## src/rtl/oam_dma_bus_pkg.sv

```systemverilog
// Shared CPU-side definitions for the OAM DMA engine and the high-page/external bus router.
package oam_dma_bus_pkg;

    typedef enum logic [1:0] {
        DmaIdle   = 2'd0,
        DmaStart  = 2'd1,
        DmaActive = 2'd2
    } dma_state_e;

    localparam logic [15:0] ADDR_DMA_REG = 16'hFF46;
    localparam logic [7:0]  HIGH_PAGE    = 8'hFF;
    localparam logic [1:0]  T_CYCLE_LAST = 2'd3;

    localparam int unsigned DMA_LENGTH_DEF  = 160;
    localparam int unsigned START_DELAY_DEF = 1;

    localparam logic [7:0] ECHO_BASE   = 8'hE0;
    localparam logic [7:0] ECHO_OFFSET = 8'h20;

    // Pages E0..FF mirror WRAM at C0..DF, so DMA reads them from the mirror source.
    function automatic logic [7:0] dma_eff_page(input logic [7:0] src_hi);
        return (src_hi >= ECHO_BASE) ? 8'(src_hi - ECHO_OFFSET) : src_hi;
    endfunction

endpackage

```

## src/rtl/oam_dma_engine.sv

```systemverilog
// OAM DMA sequencer: holds the FF46 source page, the copy index and the bus-steal flag.
module oam_dma_engine
    import oam_dma_bus_pkg::*;
#(
    parameter int unsigned DMA_LENGTH  = DMA_LENGTH_DEF,
    parameter int unsigned START_DELAY = START_DELAY_DEF
) (
    input  logic        clk,
    input  logic        reset,
    input  logic [1:0]  t_cycle,
    input  logic        i_reg_wr,
    input  logic [7:0]  i_reg_data,
    input  logic [7:0]  i_bus_data,
    output logic [7:0]  o_src_hi,
    output logic        o_blocking,
    output logic [15:0] o_dma_addr_c,
    output logic        o_dma_en_c,
    output logic        o_oam_write_c,
    output logic [7:0]  o_oam_addr,
    output logic [7:0]  o_oam_data_c
);

    localparam logic [7:0] LAST_IDX   = 8'(DMA_LENGTH - 1);
    localparam logic [7:0] DELAY_LAST = 8'(START_DELAY - 1);

    dma_state_e r_state;
    logic [7:0] r_src_hi;
    logic [7:0] r_index;
    logic [7:0] r_delay;
    logic       r_blocking;
    logic       w_mcycle_end;

    assign w_mcycle_end = (t_cycle == T_CYCLE_LAST);

    // All state advances at the end of an M-cycle; a FF46 write overrides any other transition.
    always_ff @(posedge clk) begin
        if (!reset) begin
            r_state    <= DmaIdle;
            r_src_hi   <= 8'h00;
            r_index    <= 8'h00;
            r_delay    <= 8'h00;
            r_blocking <= 1'b0;
        end else if (w_mcycle_end) begin
            if (i_reg_wr) begin
                r_src_hi <= i_reg_data;
                r_index  <= 8'h00;
                r_delay  <= 8'h00;
                r_state  <= DmaStart;
            end else begin
                case (r_state)
                    DmaStart: begin
                        if (r_delay == DELAY_LAST) begin
                            r_delay    <= 8'h00;
                            r_state    <= DmaActive;
                            r_blocking <= 1'b1;
                        end else begin
                            r_delay <= 8'(r_delay + 8'd1);
                        end
                    end
                    DmaActive: begin
                        if (r_index == LAST_IDX) begin
                            r_index    <= 8'h00;
                            r_state    <= DmaIdle;
                            r_blocking <= 1'b0;
                        end else begin
                            r_index <= 8'(r_index + 8'd1);
                        end
                    end
                    default: begin
                        r_state <= DmaIdle;
                    end
                endcase
            end
        end
    end

    assign o_src_hi      = r_src_hi;
    assign o_blocking    = r_blocking;
    assign o_dma_en_c    = (r_state == DmaActive);
    assign o_dma_addr_c  = {dma_eff_page(r_src_hi), r_index};
    assign o_oam_write_c = o_dma_en_c && w_mcycle_end;
    assign o_oam_addr    = r_index;
    assign o_oam_data_c  = i_bus_data;

endmodule

```

## src/rtl/oam_dma_bus.sv

```systemverilog
// CPU memory-port router: high page to IO/HRAM, everything else to the external bus,
// which the OAM DMA engine takes over while it is copying.
module oam_dma_bus
    import oam_dma_bus_pkg::*;
#(
    parameter int unsigned DMA_LENGTH   = DMA_LENGTH_DEF,
    parameter logic [15:0] DMA_REG_ADDR = ADDR_DMA_REG,
    parameter int unsigned START_DELAY  = START_DELAY_DEF
) (
    input  logic        clk,
    input  logic        reset,
    input  logic [1:0]  t_cycle,
    input  logic [15:0] cpu_addr,
    input  logic        cpu_enable,
    input  logic        cpu_write,
    input  logic [7:0]  cpu_data_out,
    output logic [7:0]  cpu_data_in,
    output logic [15:0] bus_addr,
    output logic        bus_enable,
    output logic        bus_write,
    output logic [7:0]  bus_data_out,
    input  logic [7:0]  bus_data_in,
    output logic [7:0]  io_addr,
    output logic        io_enable,
    output logic        io_write,
    output logic [7:0]  io_data_out,
    input  logic [7:0]  io_data_in,
    output logic        oam_write,
    output logic [7:0]  oam_addr,
    output logic [7:0]  oam_data,
    output logic        dma_active
);

    logic        w_reg_hit;
    logic        w_high_page;
    logic        w_reg_wr;
    logic [7:0]  w_src_hi;
    logic        w_blocking;
    logic [15:0] w_dma_addr;
    logic        w_dma_en;

    assign w_reg_hit   = (cpu_addr == DMA_REG_ADDR);
    assign w_high_page = (cpu_addr[15:8] == HIGH_PAGE);
    assign w_reg_wr    = cpu_enable && cpu_write && w_reg_hit;

    oam_dma_engine #(
        .DMA_LENGTH  (DMA_LENGTH),
        .START_DELAY (START_DELAY)
    ) u_engine (
        .clk           (clk),
        .reset         (reset),
        .t_cycle       (t_cycle),
        .i_reg_wr      (w_reg_wr),
        .i_reg_data    (cpu_data_out),
        .i_bus_data    (bus_data_in),
        .o_src_hi      (w_src_hi),
        .o_blocking    (w_blocking),
        .o_dma_addr_c  (w_dma_addr),
        .o_dma_en_c    (w_dma_en),
        .o_oam_write_c (oam_write),
        .o_oam_addr    (oam_addr),
        .o_oam_data_c  (oam_data)
    );

    assign dma_active = w_blocking;

    // Strobes are held low while reset is asserted; data/address paths just follow the CPU.
    always_comb begin
        cpu_data_in  = 8'hFF;
        bus_addr     = cpu_addr;
        bus_enable   = 1'b0;
        bus_write    = 1'b0;
        bus_data_out = cpu_data_out;
        io_addr      = cpu_addr[7:0];
        io_enable    = 1'b0;
        io_write     = 1'b0;
        io_data_out  = cpu_data_out;

        if (w_reg_hit) begin
            cpu_data_in = w_src_hi;
        end else if (w_high_page) begin
            io_enable   = cpu_enable && reset;
            io_write    = cpu_write && reset;
            cpu_data_in = io_data_in;
        end else if (!w_blocking) begin
            bus_enable  = cpu_enable && reset;
            bus_write   = cpu_write && reset;
            cpu_data_in = bus_data_in;
        end

        if (w_blocking) begin
            bus_addr     = w_dma_addr;
            bus_enable   = w_dma_en && reset;
            bus_write    = 1'b0;
            bus_data_out = 8'h00;
        end
    end

endmodule

```

## config.mk

```make
export PLATFORM = sky130hd
export DESIGN_NAME = oam_dma_bus
export DESIGN_NICKNAME = d
export VERILOG_FILES = /design/src/rtl/oam_dma_bus_pkg.sv /design/src/rtl/oam_dma_engine.sv /design/src/rtl/oam_dma_bus.sv
export SDC_FILE = /design/constraint.sdc
export NUM_CORES = 1
export LEC_CHECK = 0
export ABC_AREA = 1
export CAP_MARGIN = 20
export CELL_PAD_IN_SITES_DETAIL_PLACEMENT = 0
export CELL_PAD_IN_SITES_GLOBAL_PLACEMENT = 1
export CORE_MARGIN = 5
export CORE_UTILIZATION = 24
export CTS_CLUSTER_DIAMETER = 200
export CTS_CLUSTER_SIZE = 12
export DETAILED_ROUTE_END_ITERATION = 12
export PLACE_DENSITY_LB_ADDON = 0.1
export SLEW_MARGIN = 15
export SYNTH_ARGS = -nofsm -noshare
export SYNTH_HDL_FRONTEND = slang
export SYNTH_SLANG_ARGS = --single-unit
export TNS_END_PERCENT = 10
```

## constraint.sdc

```tcl
create_clock -name clk -period 1.5 [get_ports clk]
set_input_delay 0.15 -clock clk [delete_from_list [all_inputs] [get_ports clk]]
set_output_delay 0.15 -clock clk [all_outputs]
set_load 0.01 [all_outputs]
```

==> results_dict.tcl <==
set metrics [dict create \
    ant_nets 0 \
    critPathMaxFanout 2 \
    cts_max_path_buffers 2 \
    die_area_mm2 0.01197 \
    min_path_type "reg -> reg" \
    peakVddDrop_mv 0.2706 \
    worstPathArrival_ps 1340 \
    cts_tree "built" \
    initial_core_util_pct 24.48 \
    wire_per_inst_um 13.75 \
    syn-cell-area_mm2 0.002371 \
    layout-drive-gt1-share_pct 24.24 \
    synthTopCellsByArea "dfxtp_1, nand2_1, buf_4" \
    clk_pin_slew_ps 90 \
    fmax_mhz 672.3 \
    globalplace.congestion 0.8316 \
    via_per_inst 4.415 \
    slew-limit-headroom_pct 79.41 \
    final_cell_mix "nand2_1, clkdlybuf4s50_1, buf_4, inv_1, nor2_1" \
    die_h_um 109.4 \
    synth_cells 395 \
    power_frac_comb_pct 31.6 \
    chipWidth_um 109.4 \
    final.period_utilization_pct 99.17 \
    synthSimpleGateAreaFrac_pct 38.52 \
    grt_max_degree 29 \
    core_mm2 0.009684 \
    seq_area_frac_synth_pct 22.80 \
    final_util_pct 40.43 \
    power_switching_uw 473.3 \
    ios 116 \
    layout_commonest_cell "nand2_1" \
    hold_buffers 0 \
    cts_root_buf "clkbuf_8" \
    vias 2918 \
    power_density_mw_per_mm2 425.5 \
    drv_slew 0 \
    rows 36 \
    min_from "u_engine.o_src_hi[1]$_SDFFE_PN0P_" \
    area_delta_synth_final_pct 65.12 \
    grt_pass1_vias 2858 \
    synth_warnings 0 \
    r2r_start "u_engine.o_oam_addr[0]$_SDFFE_PN0P_" \
    synth-compound-area-share_pct 13.35 \
    rsz0062_at_grt "yes" \
    worstSetupStartpointType "flop" \
    synth_top_family_by_area "simple AND/OR/NAND/NOR gates" \
    finalSetupViolations 0 \
    maxCapViolCount 0 \
    track_usage_pct 14.65 \
    yosysTopAreaCellShare_pct 22.80 \
    critPathRequiredTime_ps 1350 \
    synthesis.nets 445 \
    cts-buffers-inserted 3 \
    ys_ff_latch 27 \
    num_antenna_cells 0 \
    clkLatencyLatePin_ps 270 \
    synth.distinct_cells 27 \
    outcome "complete, no violations" \
    portBuffers 115 \
    layout_min_cycle_time_ps 1488 \
    critPathKind "reg -> out" \
    drcViolationCount 0 \
    grt_pass1_wl_um 14190 \
    synth_top_cell_by_area "dfxtp_1" \
    internal-power_mw 1.193 \
    drt_iter0_markers 102 \
    seq_area_um2 559.3 \
    whs_ps 470.0 \
    cp-startpoint "u_engine.o_src_hi[5]$_SDFFE_PN0P_" \
    synthAdderAreaFrac_pct 2.111 \
    routed_wl_um 9090 \
    seq_power_share_pct 43.3 \
    synthXorXnorAreaFrac_pct 1.108 \
    dp_hpwl_um 7127 \
    synth_mux_area_share_pct 0 \
    tightest_slew_ps 308.9 \
    place_ws_ps -667.5 \
    dr.pass1.iters 4 \
    nets 579 \
    htree_levels 1 \
    antenna_found_initial 0 \
    finClkSkew_ps 10.61 \
    worstSetupEndpointType "output pin" \
    final_hold_viol_count 0 \
    multi_input_area_mm2 0.001434 \
    p_sw_share_pct 28.41 \
    leakagePower_nw 1.784 \
    fin_ws_ps 12.46 \
    syn_avg_cell_area_um2 6.003 \
    cts_num_sinks 27 \
    fillers 1066 \
    globalRouteOverflowTotal 0 \
    clkPwrFrac_pct 25.1 \
]
==> repair_timing <==
action	in CTS	in global routing
resized for setup	140	46
endpoints found under the setup margin	52	39
pin swaps	8	7
buffers inserted	2	3
gates cloned	3	1
hold endpoints to repair	0	0
==> per-layer routing <==
| metal | wire length [um] | vias to the layer above | GRT usage [%] |
|---|---|---|---|
| met3 | 527 | 2 | 1.703 |
| li1 | - | 1526 | - |
| met4 | 44 | 0 | 2.671 |
| met2 | 4413 | 71 | 25.37 |
| met1 | 4105 | 1319 | 19.71 |
| met5 | 0 | - | 0 |
==> critical path, stage by stage, from the launching register on <==
cell,delay (ps)
dfxtp_2,340
inv_1,50
ha_1,310
nand3_2,80
nand2_1,50
o21ai_1,100
buf_2,150
==> path summary, 6_finish.rpt <==
path                                         end  slack (ps)  depth (start not counted)
max                                 bus_addr[14]          10                          6
min            u_engine.o_src_hi[1]$_SDFFE_PN0P_         470                          2
min reg2reg    u_engine.o_src_hi[1]$_SDFFE_PN0P_         470                          2
max reg2reg  u_engine.o_oam_addr[7]$_SDFFE_PN0P_         130                          9
==> state kept, by name, indices dropped and copies added, names as in the netlist <==
signal / cells
u_engine.r_delay: 8
u_engine.r_state: 2
u_engine.o_oam_addr: 8
u_engine.o_src_hi: 8
u_engine.o_blocking: 1
==> cell usage after synthesis (all sizes together) <==
cell type and number:
o211ai 1, o21ai 23, nand2 97, nand3b 1, inv 48, clkinv 5
a21oi 24, clkbuf 5, xor2 2, dfxtp 27, ha 4, o221ai 8
nand3 42, buf 42, nor2 47, xnor2 1, nor3 2, nand4 16
==> cell families after synthesis <==
family,count (synthesis)
flip-flops,27
XOR/XNOR,3
adder cells (fa/ha/maj),4
buffers and inverters,100
AND/OR/NAND/NOR,205
AO/OA/AOI/OAI,56
==> power groups by stage <==
stage	registers (mW)	clock network [mW]	logic, mW
final	0.722	0.418	0.526
after global routing	0.723	0.471	0.573
after CTS	0.724	0.456	0.530
after detailed placement	0.740	0	0.577
after global placement	0.739	0	0.579
after floorplan	0.740	0	0.216
==> stage by stage <==
stage          std cells  instance area [um2]  setup TNS [ps]  power (mW)
2_1_floorplan        395                 2371               0      0.9563
3_3_place_gp         648                 3779          -16500       1.319
3_5_place_dp         648                 3779          -17330       1.316
4_1_cts              657                 3832          -253.7       1.710
5_1_grt              661                 3915          -261.3       1.767
6_report             661                 3915               0       1.666
==> cell type report <==
class / count / area share [%]
Timing Repair Buffer: 173 / 38.41
Multi-Input combinational cell: 271 / 36.63
Sequential cell: 27 / 14.29
Inverter: 53 / 5.273
Tap cell: 133 / 4.251
Clock buffer: 4 / 1.151
(Power assumes the default switching activity.)
